## src/rtl/cache_control_if.sv

```systemverilog
// CPU, physical-memory and array-control signals of the L1 cache controller.
// The slave modport belongs to the controller and the master modport belongs to its environment.
interface cache_control_if #(
    parameter int cnt_width = 32
);
    logic                 mem_read;
    logic                 mem_write;
    logic                 mem_resp;
    logic                 pmem_read;
    logic                 pmem_write;
    logic                 pmem_resp;
    logic [1:0]           hit;
    logic [1:0]           valid;
    logic [1:0]           dirty;
    logic                 lru;
    logic [1:0]           load_tag;
    logic [1:0]           load_valid;
    logic [1:0]           load_dirty;
    logic                 dirty_in;
    logic                 load_lru;
    logic                 lru_in;
    logic [1:0]           load_data;
    logic                 data_src;
    logic                 pmem_addr_sel;
    logic                 way_sel;
    logic [cnt_width-1:0] miss_count;

    modport slave (
        input  mem_read, mem_write, pmem_resp, hit, valid, dirty, lru,
        output mem_resp, pmem_read, pmem_write, load_tag, load_valid, load_dirty,
               dirty_in, load_lru, lru_in, load_data, data_src, pmem_addr_sel,
               way_sel, miss_count
    );

    modport master (
        output mem_read, mem_write, pmem_resp, hit, valid, dirty, lru,
        input  mem_resp, pmem_read, pmem_write, load_tag, load_valid, load_dirty,
               dirty_in, load_lru, lru_in, load_data, data_src, pmem_addr_sel,
               way_sel, miss_count
    );
endinterface

```

## src/rtl/cache_control.sv

```systemverilog
// Control FSM for a 2-way set-associative L1 cache: handles hits, dirty-victim writeback,
// line fill, and a saturating miss counter.
module cache_control #(
    parameter int cnt_width = 32
) (
    input  logic            clk,
    input  logic            rst,
    cache_control_if.slave  bus
);
    typedef enum logic [1:0] {
        IDLE      = 2'd0,
        WRITEBACK = 2'd1,
        ALLOCATE  = 2'd2
    } state_e;

    state_e               state_q, state_d;
    logic [cnt_width-1:0] miss_count_q, miss_count_d;

    logic       req_s;
    logic       hw_s;
    logic       mem_resp_s, pmem_read_s, pmem_write_s;
    logic [1:0] load_tag_s, load_valid_s, load_dirty_s, load_data_s;
    logic       dirty_in_s, load_lru_s, lru_in_s, data_src_s, pmem_addr_sel_s, way_sel_s;

    assign req_s = bus.mem_read | bus.mem_write;
    assign hw_s  = bus.hit[0] ? 1'b0 : 1'b1;

    // State and miss-counter registers
    always_ff @(posedge clk or posedge rst) begin
        if (rst) begin
            state_q      <= IDLE;
            miss_count_q <= {cnt_width{1'b0}};
        end else begin
            state_q      <= state_d;
            miss_count_q <= miss_count_d;
        end
    end

    // Next-state and array/memory control decode
    always_comb begin
        state_d         = state_q;
        miss_count_d    = miss_count_q;
        mem_resp_s      = 1'b0;
        pmem_read_s     = 1'b0;
        pmem_write_s    = 1'b0;
        load_tag_s      = 2'b00;
        load_valid_s    = 2'b00;
        load_dirty_s    = 2'b00;
        load_data_s     = 2'b00;
        dirty_in_s      = 1'b0;
        load_lru_s      = 1'b0;
        lru_in_s        = 1'b0;
        data_src_s      = 1'b0;
        pmem_addr_sel_s = 1'b0;
        way_sel_s       = 1'b0;
        case (state_q)
            IDLE: begin
                if (req_s && (|bus.hit)) begin
                    mem_resp_s = 1'b1;
                    way_sel_s  = hw_s;
                    load_lru_s = 1'b1;
                    lru_in_s   = ~hw_s;
                    if (bus.mem_write) begin
                        load_data_s[hw_s]  = 1'b1;
                        load_dirty_s[hw_s] = 1'b1;
                        dirty_in_s         = 1'b1;
                    end else begin
                        dirty_in_s = 1'b0;
                    end
                end else if (req_s) begin
                    if (miss_count_q != {cnt_width{1'b1}}) begin
                        miss_count_d = miss_count_q + {{(cnt_width-1){1'b0}}, 1'b1};
                    end else begin
                        miss_count_d = miss_count_q;
                    end
                    // Only a valid and dirty victim needs to be written back before the fill
                    if (bus.valid[bus.lru] && bus.dirty[bus.lru]) begin
                        state_d = WRITEBACK;
                    end else begin
                        state_d = ALLOCATE;
                    end
                end else begin
                    state_d = IDLE;
                end
            end
            WRITEBACK: begin
                pmem_write_s    = 1'b1;
                pmem_addr_sel_s = 1'b1;
                way_sel_s       = bus.lru;
                if (bus.pmem_resp) begin
                    state_d = ALLOCATE;
                end else begin
                    state_d = WRITEBACK;
                end
            end
            ALLOCATE: begin
                pmem_read_s = 1'b1;
                way_sel_s   = bus.lru;
                if (bus.pmem_resp) begin
                    load_data_s[bus.lru]  = 1'b1;
                    data_src_s            = 1'b1;
                    load_tag_s[bus.lru]   = 1'b1;
                    load_valid_s[bus.lru] = 1'b1;
                    load_dirty_s[bus.lru] = 1'b1;
                    dirty_in_s            = 1'b0;
                    state_d               = IDLE;
                end else begin
                    state_d = ALLOCATE;
                end
            end
            default: begin
                state_d = IDLE;
            end
        endcase
    end

    // Reset must silence the Mealy outputs combinationally, not only at the next edge
    assign bus.mem_resp      = mem_resp_s & ~rst;
    assign bus.pmem_read     = pmem_read_s & ~rst;
    assign bus.pmem_write    = pmem_write_s & ~rst;
    assign bus.load_tag      = load_tag_s & {2{~rst}};
    assign bus.load_valid    = load_valid_s & {2{~rst}};
    assign bus.load_dirty    = load_dirty_s & {2{~rst}};
    assign bus.load_data     = load_data_s & {2{~rst}};
    assign bus.dirty_in      = dirty_in_s & ~rst;
    assign bus.load_lru      = load_lru_s & ~rst;
    assign bus.lru_in        = lru_in_s & ~rst;
    assign bus.data_src      = data_src_s & ~rst;
    assign bus.pmem_addr_sel = pmem_addr_sel_s & ~rst;
    assign bus.way_sel       = way_sel_s & ~rst;
    assign bus.miss_count    = miss_count_q;
endmodule

```

## src/flat_wrapper.sv

```systemverilog
// flat-port wrapper written by rule: the top's interface ports become plain ports
module cache_control_flat 
#(
    parameter int cnt_width = 32
)
  (clk, rst, bus_mem_read, bus_mem_write, bus_pmem_resp, bus_hit, bus_valid, bus_dirty, bus_lru, bus_mem_resp, bus_pmem_read, bus_pmem_write, bus_load_tag, bus_load_valid, bus_load_dirty, bus_dirty_in, bus_load_lru, bus_lru_in, bus_load_data, bus_data_src, bus_pmem_addr_sel, bus_way_sel, bus_miss_count);
  cache_control_if #(.cnt_width(cnt_width)) bus_i ();
  input  logic clk;
  input  logic rst;
  input wire logic [$bits(bus_i.mem_read)-1:0] bus_mem_read;
  input wire logic [$bits(bus_i.mem_write)-1:0] bus_mem_write;
  input wire logic [$bits(bus_i.pmem_resp)-1:0] bus_pmem_resp;
  input wire logic [$bits(bus_i.hit)-1:0] bus_hit;
  input wire logic [$bits(bus_i.valid)-1:0] bus_valid;
  input wire logic [$bits(bus_i.dirty)-1:0] bus_dirty;
  input wire logic [$bits(bus_i.lru)-1:0] bus_lru;
  output wire logic [$bits(bus_i.mem_resp)-1:0] bus_mem_resp;
  output wire logic [$bits(bus_i.pmem_read)-1:0] bus_pmem_read;
  output wire logic [$bits(bus_i.pmem_write)-1:0] bus_pmem_write;
  output wire logic [$bits(bus_i.load_tag)-1:0] bus_load_tag;
  output wire logic [$bits(bus_i.load_valid)-1:0] bus_load_valid;
  output wire logic [$bits(bus_i.load_dirty)-1:0] bus_load_dirty;
  output wire logic [$bits(bus_i.dirty_in)-1:0] bus_dirty_in;
  output wire logic [$bits(bus_i.load_lru)-1:0] bus_load_lru;
  output wire logic [$bits(bus_i.lru_in)-1:0] bus_lru_in;
  output wire logic [$bits(bus_i.load_data)-1:0] bus_load_data;
  output wire logic [$bits(bus_i.data_src)-1:0] bus_data_src;
  output wire logic [$bits(bus_i.pmem_addr_sel)-1:0] bus_pmem_addr_sel;
  output wire logic [$bits(bus_i.way_sel)-1:0] bus_way_sel;
  output wire logic [$bits(bus_i.miss_count)-1:0] bus_miss_count;
  assign bus_i.mem_read = bus_mem_read;
  assign bus_i.mem_write = bus_mem_write;
  assign bus_i.pmem_resp = bus_pmem_resp;
  assign bus_i.hit = bus_hit;
  assign bus_i.valid = bus_valid;
  assign bus_i.dirty = bus_dirty;
  assign bus_i.lru = bus_lru;
  assign bus_mem_resp = bus_i.mem_resp;
  assign bus_pmem_read = bus_i.pmem_read;
  assign bus_pmem_write = bus_i.pmem_write;
  assign bus_load_tag = bus_i.load_tag;
  assign bus_load_valid = bus_i.load_valid;
  assign bus_load_dirty = bus_i.load_dirty;
  assign bus_dirty_in = bus_i.dirty_in;
  assign bus_load_lru = bus_i.load_lru;
  assign bus_lru_in = bus_i.lru_in;
  assign bus_load_data = bus_i.load_data;
  assign bus_data_src = bus_i.data_src;
  assign bus_pmem_addr_sel = bus_i.pmem_addr_sel;
  assign bus_way_sel = bus_i.way_sel;
  assign bus_miss_count = bus_i.miss_count;
  cache_control #(.cnt_width(cnt_width)) u_core (.clk(clk), .rst(rst), .bus(bus_i));
endmodule
```

## config.mk

```make
export PLATFORM = sky130hd
export DESIGN_NAME = cache_control_flat
export DESIGN_NICKNAME = d
export VERILOG_FILES = /design/src/rtl/cache_control_if.sv /design/src/rtl/cache_control.sv /design/src/flat_wrapper.sv
export SDC_FILE = /design/constraint.sdc
export NUM_CORES = 1
export LEC_CHECK = 0
export BUFFER_PORTS_ARGS = -buffer_cell sky130_fd_sc_hd__buf_2
export CAP_MARGIN = 20
export CORE_ASPECT_RATIO = 1.1
export CORE_MARGIN = 3
export CORE_UTILIZATION = 40
export CTS_BUF_LIST = sky130_fd_sc_hd__clkbuf_2 sky130_fd_sc_hd__clkbuf_4 sky130_fd_sc_hd__clkbuf_8
export DETAILED_ROUTE_END_ITERATION = 16
export PLACE_DENSITY = 0.76
export SYNTH_ARGS = -nofsm -noshare
export SYNTH_HDL_FRONTEND = slang
export SYNTH_SLANG_ARGS = --single-unit
export TNS_END_PERCENT = 30
```

## constraint.sdc

```tcl
create_clock -name clk -period 2.5 [get_ports clk]
set_input_delay 0.375 -clock clk [delete_from_list [all_inputs] [get_ports clk]]
set_output_delay 0.375 -clock clk [all_outputs]
set_load 0.03 [all_outputs]
```

==> flow_summary.json <==
{
  "status": "completed",
  "ys.flop_type": "dfrtp_1",
  "synth_common_cells": "dfrtp_1, xor2_1, nor2_1",
  "synthesis.nets": 207,
  "slew_headroom_pct": 65.54,
  "cts_buffer_depth": 2,
  "leakagePower_uw": 0.001295,
  "cp_slowest_stage_delay_ns": 0.42,
  "post-place-ws_ns": 0.2910,
  "route.detailed.drc": 0,
  "synth_edf_count": 0,
  "dpl_cell_area_um2": 2241,
  "critPathLaunchType": "flip-flop",
  "skew_ns": 0.007086,
  "fill_cells": 417,
  "die_h_um": 78.35,
  "seqPwrFrac_pct": 39.5,
  "synth.most_common_cell": "dfrtp_1",
  "area_delta_synth_final_pct": 23.54,
  "p_sw_uw": 624.3,
  "rsz0062_at_grt": "no",
  "numCtsBuffers": 5,
  "totalWireLength_mm": 4.230,
  "worst_slack_ns": 0.2043,
  "seq_area_frac_synth_pct": 44.71,
  "tns_ns": 0,
  "htree_levels": 2,
  "antenna_found_initial": 0,
  "clock.fmax_ghz": 0.4356,
  "p_sw_share_pct": 36.79,
  "syn-instance-count": 190,
  "ctsHoldBuffers": 0,
  "drive_gt1_share_pct": 33.46,
  "cp_data_required_time_ns": 2.12,
  "ioPinCount": 61,
  "finalInstanceArea_um2": 2351,
  "final-setup-viol-count": 0,
  "ant_nets": 0,
  "path_class": "reg2out",
  "cts_tree": "done",
  "port_buffers": 60,
  "avgSynthCellArea_um2": 10.02,
  "via_per_inst": 5.429,
  "place.detailed.hpwl_mm": 3.235,
  "gp_congestion": 0.7750,
  "yosysTopAreaCellShare_pct": 44.71,
  "die_w_um": 71.77,
  "combPwrFrac_pct": 33.0,
  "antennaDiodeCount": 0,
  "worstPathArrival_ns": 1.92,
  "core_area_um2": 4442,
  "min_period_ns": 2.296,
  "cp_cell_sequence": "inv_1 -> ha_1 -> o21ai_0 -> nor3_1 -> and2_1 -> buf_2",
  "detail_route.wl_per_cell_um": 13.73,
  "gr-usage-all-layers_pct": 15.90,
  "initial_core_util_pct": 42.85,
  "drv_cap": 0,
  "async_reset_ff_share_pct": 100.0,
  "cp_max_fo": 4,
  "root_buffer": "clkbuf_8",
  "synth_warnings": 0,
  "via_count": 1672,
  "irDropWorstVdd_mv": 0.3813,
  "clk_latency_ns": 0.28,
  "grt_pass1_wl_mm": 7.141,
  "cts_setup_buffers": 0,
  "cts_resized": 0,
  "fin_crit_sh_pct": 91.83,
  "nets": 270,
  "num_rows": 25,
  "overflow": 0,
  "pwr-share-clk_pct": 27.5,
  "slowest_stage": "dfrtp_1",
  "min_path_type": "in2async",
  "cts.sinks": 34,
  "clk_pin_slew_ns": 0.07,
  "worst_pin_slew_ns": 0.5146,
  "report.final.slew_viol_count": 0,
  "ys_types": 41,
  "yosys.area.top_type": "dfrtp_1",
  "power_density_nw_per_um2": 721.8,
  "drtIter0Drc": 59,
  "synth_area_um2": 1903,
  "grt_pass1_vias": 1551,
  "drt_pass1_iterations": 4,
  "grt_max_degree": 35,
  "synthTopCellsByArea": "dfrtp_1, xor2_1, xnor2_1",
  "dieArea_um2": 5622,
  "p_int_uw": 1073,
  "hold_viol": 0,
  "yosys_register_bits": 34,
  "end_kind": "primary output"
}
## per-layer routing
metal  up-vias  GRT usage [%]  part of all wire, %  routed length (um)
met4         0          5.639                  1.6                  66
met5         -              0                    0                   0
met2        66          25.46                   48                2015
li1        803              -                    -                   -
met1       798          20.98                   43                1823
met3         5          3.585                  7.7                 324
## power groups by stage
stage / Combinational [uW] / Clock (uW) / Sequential, uW
4_1_cts: 567 / 474 / 670
3_3_place_gp: 555 / 0 / 679
5_1_grt: 614 / 504 / 678
6_report: 560 / 467 / 670
3_5_place_dp: 567 / 0 / 678
2_1_floorplan: 360 / 0 / 743
## cell families (layout without fill, tap and decap cells)
logic type | after synthesis | after routing | share of synthesized area (%)
flip-flops | 34 | 34 | 44.71
adder cells (fa/ha/maj) | 5 | 5 | 3.287
AO/OA/AOI/OAI | 12 | 12 | 4.537
multiplexers | 1 | 1 | 0.7887
XOR/XNOR | 31 | 31 | 14.27
AND/OR/NAND/NOR | 93 | 93 | 28.07
buffers and inverters | 14 | 78 | 4.339
## final cells by class
class,count,area (um^2),area share (%)
Inverter,6,22.52,0.9580
Tap cell,54,67.56,2.874
Clock buffer,8,110.1,4.683
Sequential cell,34,850.8,36.19
Timing Repair Buffer,64,330.3,14.05
Multi-Input combinational cell,142,969.7,41.25
## layout by cell type, fill, tap and decap left out, types with 2 or more instances in the layout
cell type / n
ha_1: 5
buf_2: 60
nor3_1: 13
nand3_1: 11
xnor2_1: 10
nor2b_1: 2
nor4_1: 6
and2_1: 2
a21oi_1: 2
dfrtp_1: 34
inv_1: 6
nand4_1: 10
a22o_1: 2
buf_4: 4
or3_1: 2
and3_1: 7
xor2_1: 21
clkbuf_8: 8
a31oi_1: 2
nand2_1: 11
nor2_2: 2
nor2_1: 15
## worst max-delay path, delay by kind of cell, from the launching register on
family | cells | cell delay, ns
adder cells (fa/ha/maj) | 1 | 0.21
flip-flops | 1 | 0.42
AO/OA/AOI/OAI | 1 | 0.21
AND/OR/NAND/NOR | 2 | 0.51
buffers and inverters | 2 | 0.29
## through the flow
step	power, uW	hold WS, ns	util (%)	cells
3_3_place_gp	1234	0.4802	50.45	300
2_1_floorplan	1104	0.5264	-	190
4_1_cts	1711	0.2850	52.93	308
5_1_grt	1795	0.3191	52.93	308
6_report	1697	0.2686	52.93	308
3_5_place_dp	1245	0.4953	50.45	300
## worst paths after layout
check | to | slack [ns] | from | cells after the start
min in group clk | u_core.bus.miss_count[7] | 0.49 | u_core.bus.miss_count[7] | 1
max in group asynchronous | u_core.state_q[1] | 1.92 | rst | 3
min | u_core.bus.miss_count[0] | 0.27 | rst | 3
min reg2reg | u_core.bus.miss_count[7] | 0.49 | u_core.bus.miss_count[7] | 1
max reg2reg | u_core.bus.miss_count[6] | 0.27 | u_core.state_q[0] | 6
max | bus_dirty_in | 0.20 | u_core.state_q[0] | 6
## flip-flops by register name, summed over array words and instances (netlist names)
signal,flops
u_core.bus.miss_count,32
u_core.state_q,2
Power figures use the tool's default switching activity.
